==> config.mk <==
export PLATFORM = sky130hd
export DESIGN_NAME = muldiv_sequencer
export DESIGN_NICKNAME = d
export VERILOG_FILES = /design/src/rtl/muldiv_sequencer_pkg.sv /design/src/rtl/muldiv_step.sv /design/src/rtl/muldiv_sequencer.sv
export SDC_FILE = /design/constraint.sdc
export NUM_CORES = 1
export LEC_CHECK = 0
export ABC_CLOCK_PERIOD_IN_PS = 4300
export BUFFER_PORTS_ARGS = -buffer_cell sky130_fd_sc_hd__buf_4
export CAP_MARGIN = 40
export CORE_MARGIN = 2
export CORE_UTILIZATION = 40
export DETAILED_ROUTE_END_ITERATION = 6
export PLACE_DENSITY = 0.62
export SYNTH_ARGS = -nofsm -noshare
export SYNTH_HDL_FRONTEND = slang
export SYNTH_SLANG_ARGS = --single-unit
export TNS_END_PERCENT = 100
==> constraint.sdc <==
create_clock -name CLK -period 4.3 [get_ports CLK]
set_input_delay 1.29 -clock CLK [delete_from_list [all_inputs] [get_ports CLK]]
set_output_delay 1.29 -clock CLK [all_outputs]
set_load 0.005 [all_outputs]
==> src/rtl/muldiv_sequencer_pkg.sv <==
// Shared types and op-decode helpers for the RV32M multiply/divide sequencer.
package muldiv_sequencer_pkg;

    typedef enum logic [2:0] {
        MD_MUL    = 3'd0,
        MD_MULH   = 3'd1,
        MD_MULHSU = 3'd2,
        MD_MULHU  = 3'd3,
        MD_DIV    = 3'd4,
        MD_DIVU   = 3'd5,
        MD_REM    = 3'd6,
        MD_REMU   = 3'd7
    } md_op_t;

    typedef enum logic [1:0] {
        MD_S_IDLE = 2'd0,
        MD_S_MUL  = 2'd1,
        MD_S_DIV  = 2'd2,
        MD_S_DONE = 2'd3
    } md_state_t;

    function automatic logic op_is_div(input md_op_t op);
        return op inside {MD_DIV, MD_DIVU, MD_REM, MD_REMU};
    endfunction

    function automatic logic op_a_signed(input md_op_t op);
        return op inside {MD_MULH, MD_MULHSU, MD_DIV, MD_REM};
    endfunction

    function automatic logic op_b_signed(input md_op_t op);
        return op inside {MD_MULH, MD_DIV, MD_REM};
    endfunction

endpackage

==> src/rtl/muldiv_step.sv <==
// One shift-add multiply or restoring-divide iteration on the {acc, q} pair.
// The divide path is only built with `MULDIV_DIV_EN defined.
module muldiv_step #(
    parameter int WIDTH = 32
) (
    input  logic             is_div_i,
    input  logic [WIDTH-1:0] acc_i,
    input  logic [WIDTH-1:0] q_i,
    input  logic [WIDTH-1:0] b_i,
    output logic [WIDTH-1:0] acc_o,
    output logic [WIDTH-1:0] q_o
);

    logic [WIDTH:0]   mul_sum;
    logic [WIDTH-1:0] mul_acc;
    logic [WIDTH-1:0] mul_q;

    assign mul_sum = {1'b0, acc_i} + (q_i[0] ? {1'b0, b_i} : {(WIDTH+1){1'b0}});
    assign mul_acc = mul_sum[WIDTH:1];
    assign mul_q   = {mul_sum[0], q_i[WIDTH-1:1]};

`ifdef MULDIV_DIV_EN
    logic [WIDTH:0]   rem_sh;
    logic [WIDTH:0]   diff;
    logic             fits;
    logic [WIDTH-1:0] div_acc;
    logic [WIDTH-1:0] div_q;

    // acc stays below b, so the shifted remainder fits WIDTH+1 bits and the
    // top bit of the difference is a clean borrow.
    assign rem_sh  = {acc_i, q_i[WIDTH-1]};
    assign diff    = rem_sh - {1'b0, b_i};
    assign fits    = ~diff[WIDTH];
    assign div_acc = fits ? diff[WIDTH-1:0] : rem_sh[WIDTH-1:0];
    assign div_q   = {q_i[WIDTH-2:0], fits};

    assign acc_o = is_div_i ? div_acc : mul_acc;
    assign q_o   = is_div_i ? div_q   : mul_q;
`else
    logic unused_is_div;
    assign unused_is_div = is_div_i;

    assign acc_o = mul_acc;
    assign q_o   = mul_q;
`endif

endmodule

==> src/rtl/muldiv_sequencer.sv <==
// RV32M iterative multiply/divide sequencer beside the execute-stage ALU.
// Build option `MULDIV_DIV_EN adds DIV/DIVU/REM/REMU; without it they complete as illegal.
//
// state      | meaning
// -----------+-------------------------------------------------------------
// MD_S_IDLE  | waiting for an op in E; latches magnitudes and result sign
// MD_S_MUL   | one shift-add step per cycle, counter counts down to 0
// MD_S_DIV   | one restoring-divide step per cycle, counter counts down to 0
// MD_S_DONE  | Done pulse with the sign-corrected result; pipeline released
module muldiv_sequencer
    import muldiv_sequencer_pkg::*;
#(
    parameter int WIDTH = 32
) (
    input  logic             CLK,
    input  logic             RST_N,
    input  logic             MD_Start_E,
    input  logic [2:0]       MD_Op_E,
    input  logic [WIDTH-1:0] MD_SrcA_E,
    input  logic [WIDTH-1:0] MD_SrcB_E,
    input  logic             Flush_E,
    output logic             Stall_MD,
    output logic             MD_Done_E,
    output logic [WIDTH-1:0] MD_Result_E,
    output logic             MD_Illegal_E
);

    localparam int               CNT_W    = $clog2(WIDTH);
    localparam logic [CNT_W-1:0] CNT_LAST = CNT_W'(WIDTH - 1);

    md_state_t        state_q, state_d;
    logic [CNT_W-1:0] cnt_q, cnt_d;
    logic [WIDTH-1:0] acc_q, acc_d;
    logic [WIDTH-1:0] q_q, q_d;
    logic [WIDTH-1:0] b_q, b_d;
    logic [WIDTH-1:0] fin_q, fin_d;
    logic [WIDTH-1:0] result_q, result_d;
    md_op_t           op_q, op_d;
    logic             neg_q, neg_d;
    logic             illegal_q, illegal_d;

    md_op_t           op_in;
    logic             sign_a, sign_b, start_ok;
    logic [WIDTH-1:0] mag_a, mag_b;
    logic [WIDTH-1:0] step_acc, step_q;
    logic [2*WIDTH-1:0] prod;
    logic [WIDTH-1:0] final_res;

    logic             stall;
    logic             done;
    logic             illegal_o;
    logic [WIDTH-1:0] res_o;

    assign op_in    = md_op_t'(MD_Op_E);
    assign start_ok = MD_Start_E & ~Flush_E;
    assign sign_a   = MD_SrcA_E[WIDTH-1] & op_a_signed(op_in);
    assign sign_b   = MD_SrcB_E[WIDTH-1] & op_b_signed(op_in);
    assign mag_a    = sign_a ? -MD_SrcA_E : MD_SrcA_E;
    assign mag_b    = sign_b ? -MD_SrcB_E : MD_SrcB_E;

    muldiv_step #(
        .WIDTH (WIDTH)
    ) u_step (
        .is_div_i (state_q == MD_S_DIV),
        .acc_i    (acc_q),
        .q_i      (q_q),
        .b_i      (b_q),
        .acc_o    (step_acc),
        .q_o      (step_q)
    );

    assign prod = neg_q ? -{step_acc, step_q} : {step_acc, step_q};

`ifdef MULDIV_DIV_EN
    localparam logic [WIDTH-1:0] SMIN = {1'b1, {(WIDTH-1){1'b0}}};

    logic [WIDTH-1:0] quo, rem;
    logic             div_zero, div_ovf;
    logic [WIDTH-1:0] special_res;

    assign quo      = neg_q ? -step_q   : step_q;
    assign rem      = neg_q ? -step_acc : step_acc;
    assign div_zero = (MD_SrcB_E == '0);
    assign div_ovf  = (op_in == MD_DIV || op_in == MD_REM) &&
                      (MD_SrcA_E == SMIN) && (MD_SrcB_E == '1);

    always_comb begin
        special_res = '0;
        if (div_zero) begin
            special_res = (op_in == MD_DIV || op_in == MD_DIVU) ? '1 : MD_SrcA_E;
        end else if (op_in == MD_DIV) begin
            special_res = SMIN;
        end
    end
`endif

    always_comb begin
        final_res = prod[2*WIDTH-1:WIDTH];
        case (op_q)
            MD_MUL:          final_res = prod[WIDTH-1:0];
`ifdef MULDIV_DIV_EN
            MD_DIV, MD_DIVU: final_res = quo;
            MD_REM, MD_REMU: final_res = rem;
`endif
            default: ;
        endcase
    end

    always_comb begin
        state_d   = state_q;
        cnt_d     = cnt_q;
        acc_d     = acc_q;
        q_d       = q_q;
        b_d       = b_q;
        fin_d     = fin_q;
        result_d  = result_q;
        op_d      = op_q;
        neg_d     = neg_q;
        illegal_d = illegal_q;
        stall     = 1'b0;
        done      = 1'b0;
        illegal_o = 1'b0;
        res_o     = result_q;

        case (state_q)
            MD_S_IDLE: begin
                if (start_ok) begin
                    stall     = 1'b1;
                    op_d      = op_in;
                    neg_d     = (op_in == MD_REM) ? sign_a : (sign_a ^ sign_b);
                    acc_d     = '0;
                    q_d       = mag_a;
                    b_d       = mag_b;
                    cnt_d     = CNT_LAST;
                    illegal_d = 1'b0;
                    if (op_is_div(op_in)) begin
`ifdef MULDIV_DIV_EN
                        if (div_zero || div_ovf) begin
                            state_d = MD_S_DONE;
                            fin_d   = special_res;
                        end else begin
                            state_d = MD_S_DIV;
                        end
`else
                        state_d   = MD_S_DONE;
                        fin_d     = '0;
                        illegal_d = 1'b1;
`endif
                    end else begin
                        state_d = MD_S_MUL;
                    end
                end
            end
`ifdef MULDIV_DIV_EN
            MD_S_MUL, MD_S_DIV: begin
`else
            MD_S_MUL: begin
`endif
                stall = 1'b1;
                acc_d = step_acc;
                q_d   = step_q;
                if (cnt_q == '0) begin
                    state_d = MD_S_DONE;
                    fin_d   = final_res;
                end else begin
                    cnt_d = cnt_q - CNT_W'(1);
                end
            end
            MD_S_DONE: begin
                // Start is still asserted by the same instruction here.
                done      = 1'b1;
                illegal_o = illegal_q;
                res_o     = fin_q;
                result_d  = fin_q;
                state_d   = MD_S_IDLE;
            end
            default: state_d = MD_S_IDLE;
        endcase

        if (Flush_E) begin
            state_d   = MD_S_IDLE;
            result_d  = result_q;
            done      = 1'b0;
            illegal_o = 1'b0;
            res_o     = result_q;
        end
    end

    always_ff @(posedge CLK) begin
        if (!RST_N) begin
            state_q   <= MD_S_IDLE;
            cnt_q     <= '0;
            acc_q     <= '0;
            q_q       <= '0;
            b_q       <= '0;
            fin_q     <= '0;
            result_q  <= '0;
            op_q      <= MD_MUL;
            neg_q     <= 1'b0;
            illegal_q <= 1'b0;
        end else begin
            state_q   <= state_d;
            cnt_q     <= cnt_d;
            acc_q     <= acc_d;
            q_q       <= q_d;
            b_q       <= b_d;
            fin_q     <= fin_d;
            result_q  <= result_d;
            op_q      <= op_d;
            neg_q     <= neg_d;
            illegal_q <= illegal_d;
        end
    end

    assign Stall_MD    = stall;
    assign MD_Done_E   = done;
    assign MD_Result_E = res_o;

`ifdef MULDIV_DIV_EN
    logic unused_illegal;
    assign unused_illegal = illegal_o;
    assign MD_Illegal_E   = 1'b0;
`else
    assign MD_Illegal_E   = illegal_o;
`endif

endmodule

* Yosys cells after proc, flatten, opt, wreduce, memory -nomap -nowiden *
Index checks and enable logic that the tools add are counted.
Widths: inputs -> output; s select.

cells by class
  bitwise gates (word level) = 6
  multiply operators = 0
  equal/unequal tests = 12
  reductions and logical operators = 13
  div/mod/pow operators = 0
  multiplexer cells = 30
  shift operators = 0
  add/sub/neg operators = 5
  $lt $le $gt $ge = 0

operators by type and width
  kind                 count
  $mux 32              11
  $pmux 32 s2          3
  $mux 64              1
  $neg 32->32          2
  $neg 64->64          1
  $add 32x33->33       1
  $eq 3x3->1 const B   4
  $mux 5               2
  $pmux 5 s2           1
  $ne 2x2->1 const B   4
  $reduce_bool 4->1    2
  $mux 1               7
  $mux 2               3
  $reduce_and 2->1     3
  $logic_not 5->1      1
  $sub 5x1->5 const B  1
  $pmux 2 s2           1
  $reduce_and 4->1     1
  $and 1x1->1          3
  $eq 3x1->1 const B   1
  $eq 3x2->1 const B   1
  $logic_not 3->1      1
  $reduce_and 3->1     1
  $reduce_bool 3->1    1
  8 further kinds      9

word-level totals
  input bits = 71
  output and inout port bits = 35
  bits in writable memories = 0
  logic and storage cells = 76
  bits in read-only memories = 0
  flip-flop bits (word level) = 172
  memories kept = 0
  bits in latches = 0

* Longest topological paths before layout *
  depth after elaboration = 7
  depth in mapped cells = 15
  mapped depth without buffers = 13

* By module *
From an unflattened synthesis, not the netlist that was laid out.

unflattened totals
  cells, all modules = 1,512
  area, all modules = 11,664.9 µm²

by module, submodules not included
  module            area an instance (µm²)  seq. area each (µm²)  cells an instance  times used
  muldiv_sequencer  9,477.8                 3,443.3               1,217              1
  muldiv_step       2,187.1                 0.0                   295                1

* Least setup slack after synthesis *
No wires, ideal clock.

  path type = flip-flop to flip-flop
  from = reg q_q[0]
  to = reg fin_q[18]
  buffers on the path = 2
  slack = 0.458 ns
  arrival time = 3.705 ns
  period minus slack after synthesis = 3.842 ns
  data required time = 4.163 ns
  cell stages (with the launch flop) = 15
  setup time = 0.137 ns
  cell sequence = dfxtp_1 > clkbuf_1 > and2_1 > ha_1 > fa_1 > xor2_1 > or3_1 > a2111o_1 > nor3_1 > or4b_1 > buf_4 > o31ai_4 > a21boi_1 > xor2_1 > o221ai_1

between the ends
  cells in the longest elaborated chain, start to end = 7

ends and longest elaborated chain
  what                      line                     source
  start: declaration        muldiv_sequencer.sv:34   logic [WIDTH-1:0] q_q, q_d;
  start signal: assignment  muldiv_sequencer.sv:205  q_q <= q_d;
  $mux 32 *                 muldiv_step.sv:18        assign mul_sum = {1'b0, acc_i} + (q_i[0] ? {1'b0, b_i} : {(WIDTH+1){1'b0}});
  $add 32x33->33 *          muldiv_step.sv:18
  $neg 64->64               muldiv_sequencer.sv:72   assign prod = neg_q ? -{step_acc, step_q} : {step_acc, step_q};
  $mux 64 *                 muldiv_sequencer.sv:72
  $mux 32 *                 muldiv_sequencer.sv:99   case (op_q)
  $mux 32 *                 muldiv_sequencer.sv:162  if (cnt_q == '0) begin
  $pmux 32 s2 *             muldiv_sequencer.sv:125  case (state_q)
  end signal: assignment    muldiv_sequencer.sv:207  fin_q <= fin_d;
  end: declaration          muldiv_sequencer.sv:36   logic [WIDTH-1:0] fin_q, fin_d;

Mark *: on every way between the ends. The rest lies on a longest branch, timed or not. The select of a mux whose other input is x is not followed.
A chain may end at the register's enable or synchronous reset.

* Worst setup path after layout *
  from = reg q_q[0]
  to = reg fin_q[31]

The elaborated chain is that of the path after synthesis.

==> qor.csv <==
metric,value,unit
status,completed,
crit_chain,buf_4 > and2_1 > ha_1 > a21oi_1 > o21ai_0 > a221oi_2 > nand2_1 > a21oi_1 > xnor2_1 > or4_1 > or2_1 > o31a_1 > o2111a_1,
worst-endpoint-arrival,4.41,ns
synth_top_area_cell,dfxtp_1,
synth_flop_cell,dfxtp_1,
final_hold_viol_count,0,
yosys_warnings,0,
worst-setup-path-type,flop to flop,
drc_errors,0,
vias,11000,
place_congestion,0.941,
p_leak,0.00537,uW
powerDensity,302,nW/um^2
pwr-share-seq,42.4,%
crit_path_top_delay_cell,or4_1,
power.internal,2800,uW
grt_start_max_net_pins,87,
dieWidth,172,um
final_area,13200,um^2
synth_edf_count,0,
yosysSeqAreaShare,30.5,%
maxCapViolCount,0,
drtIter0Drc,800,
ys_top_cells_by_area,"dfxtp_1 30%, nand2_1 8.8%, a21oi_1 5.9%, xor2_1 5.3%, xnor2_1 5.0%",
ys_ff_latch,172,
grt_pass1_wl,55.4,mm
routed_wl,34.8,mm
synth.distinct_cells,70,
synth_most_common_cell,nand2_1,
layout-drive-gt1-share,12.9,%
dr.pass1.iters,7,
syn_area_per_cell,7.52,um^2
startpoint_type,flop,
hpwl,26.4,mm
peakVddDrop,0.261,mV
critPathMaxFanout,20,
clock_latency,0.45,ns
nNetsFinal,1689,
area_growth,17.3,%
grt_usage,23.8,%
synth_top_area_share,30.5,%
relSlewSlack,41.7,%
n_antenna_cell,0,
cts_max_level,4,
synthTopCellsByCount,"265 x nand2_1, 172 x dfxtp_1, 134 x a21oi_1, 116 x nor2_1, 86 x clkbuf_1",
ant_nets,0,
n_fill_cell,2882,
ctsLongestPathBuffers,2,
synthCells,1502,
worst_path_largest_cell_delay,0.59,ns
row_count,61,
worstMarginPinSlew,0.875,ns
fin_ws,0.232,ns
multi_input_area,7440,um^2
worst-path-buf-inv,1,
grt_antenna_before_repair,0,
grt-ovfl-total,0,
async_reset_ff_share,0,%
cts_tree,built,
clkPwrFrac,40.9,%
core_area,27800,um^2
cts-root-buf,clkbuf_16,
cts_made_buffers,17,
maxSlewViolCount,0,
min-delay-path-class,flop to flop,
wire_per_inst,17.7,um
setup_viol_count_final,0,
viasPerCell,5.59,
die_area,29600,um^2
initial_core_util,40.6,%
path_common_cell,a21oi_1,
placed_cell_area,12600,um^2
die_height,172,um
io_pins,106,
place.port_buffers,105,
fmax,0.246,GHz
synth_nets,1611,
netSwitchingPower,1210,uW
combPwrFrac,16.7,%
clock-sinks,172,
synth_area,11300,um^2
clkTransAtPathRegs,0.08,ns
regArea,3450,um^2
crit_path_end_kind,flop,
post-route-period-util,94.6,%
swShare,30.2,%
grt_pass1_vias,10200,
critical-path-top-delay-family,compound AO/OA/AOI/OAI gates,
pre_cts_ws,0.106,ns
skew,0.0123,ns
cp.required,4.64,ns
finalCriticalPeriod,4.07,ns
worst min-delay path: stages (launching register included):
cell,delay (ns)
dfxtp_1,0.31
nand2_1,0.05
a21oi_1,0.05
cells in the final DEF, fill, tap and decap left out, drive strengths merged, types with 11 or more instances in the layout:
cell type,count
a211oi,23
and2,76
xnor2,65
nor4,14
or3,24
inv,24
ha,37
xor2,68
o211ai,14
clkbuf,18
nand3,28
o31ai,26
o41ai,16
a21o,13
dfxtp,172
nand2,265
o21ai,64
buf,150
nor3,31
nor2,116
a21oi,134
a22oi,50
or4,11
cells by family (layout without fill, tap and decap cells):
logic type / after synthesis / in the layout / share of synthesized area (%)
simple gates: 627 / 627 / 26.1
xor+xnor: 133 / 133 / 10.3
flops: 172 / 172 / 30.5
fa+ha+maj: 38 / 38 / 4.28
buf+inv: 111 / 202 / 3.90
mux: 2 / 2 / 0.177
compound gates: 419 / 419 / 24.7
timing repair:
item | CTS | global route
setup endpoints to repair | 0 | 12
hold buffers | 0 | 0
gates resized for setup | 0 | 4
setup buffers | 0 | 0
stage by stage:
step                      hold WS, ns  total power (uW)  std cells  TNS [ns]  util [%]
after floorplan                 0.425              2160       1502         0         -
after global placement          0.440              2380       1937         0      45.2
after detailed placement        0.448              2400       1939         0      45.4
after CTS                       0.459              4020       1971         0      47.6
after global routing            0.481              4170       1971   -0.0275      47.7
final                           0.456              4010       1971         0      47.7
final timing paths:
| path | end | slack (ns) | cells past startpoint | start |
|---|---|---|---|---|
| worst min-delay path | b_q[0]$_SDFFE_PN0P_ | 0.46 | 2 | b_q[0]$_SDFFE_PN0P_ |
| worst min register to register | b_q[0]$_SDFFE_PN0P_ | 0.46 | 2 | b_q[0]$_SDFFE_PN0P_ |
| worst max-delay path | fin_q[31]$_SDFFE_PN0P_ | 0.23 | 13 | q_q[0]$_SDFFE_PN0P_ |
| worst max register to register | fin_q[31]$_SDFFE_PN0P_ | 0.23 | 13 | q_q[0]$_SDFFE_PN0P_ |
power by group through the flow:
stage | logic, uW | clock network [uW] | registers, uW
2_1_floorplan | 446 | 0 | 1710
3_3_place_gp | 652 | 0 | 1730
6_report | 669 | 1640 | 1700
5_1_grt | 742 | 1720 | 1710
4_1_cts | 664 | 1660 | 1700
3_5_place_dp | 662 | 0 | 1730
flip-flops by register name (all words and copies together), names as in the netlist:
| signal | flops |
|---|---|
| state_q | 2 |
| b_q | 32 |
| neg_q | 1 |
| acc_q | 32 |
| result_q | 32 |
| fin_q | 32 |
| cnt_q | 5 |
| q_q | 32 |
| op_q | 3 |
| illegal_q | 1 |
per-layer routing:
layer | share of wire, % | global-route usage (%)
met1 | 50 | 34.9
met2 | 44 | 36.3
met3 | 5.3 | 3.55
met4 | 1.5 | 6.03
met5 | 0 | 0
layout make-up:
cell class / instances / share of cell area [%]
inverters: 20 / 0.576
multi-input cells: 1219 / 56.2
well taps: 378 / 3.57
clock inverters: 14 / 1.45
repair buffers: 150 / 8.94
clock buffers: 18 / 3.24
flip-flops and latches: 172 / 26.0
No activity file was read; power rests on OpenSTA's default activity.
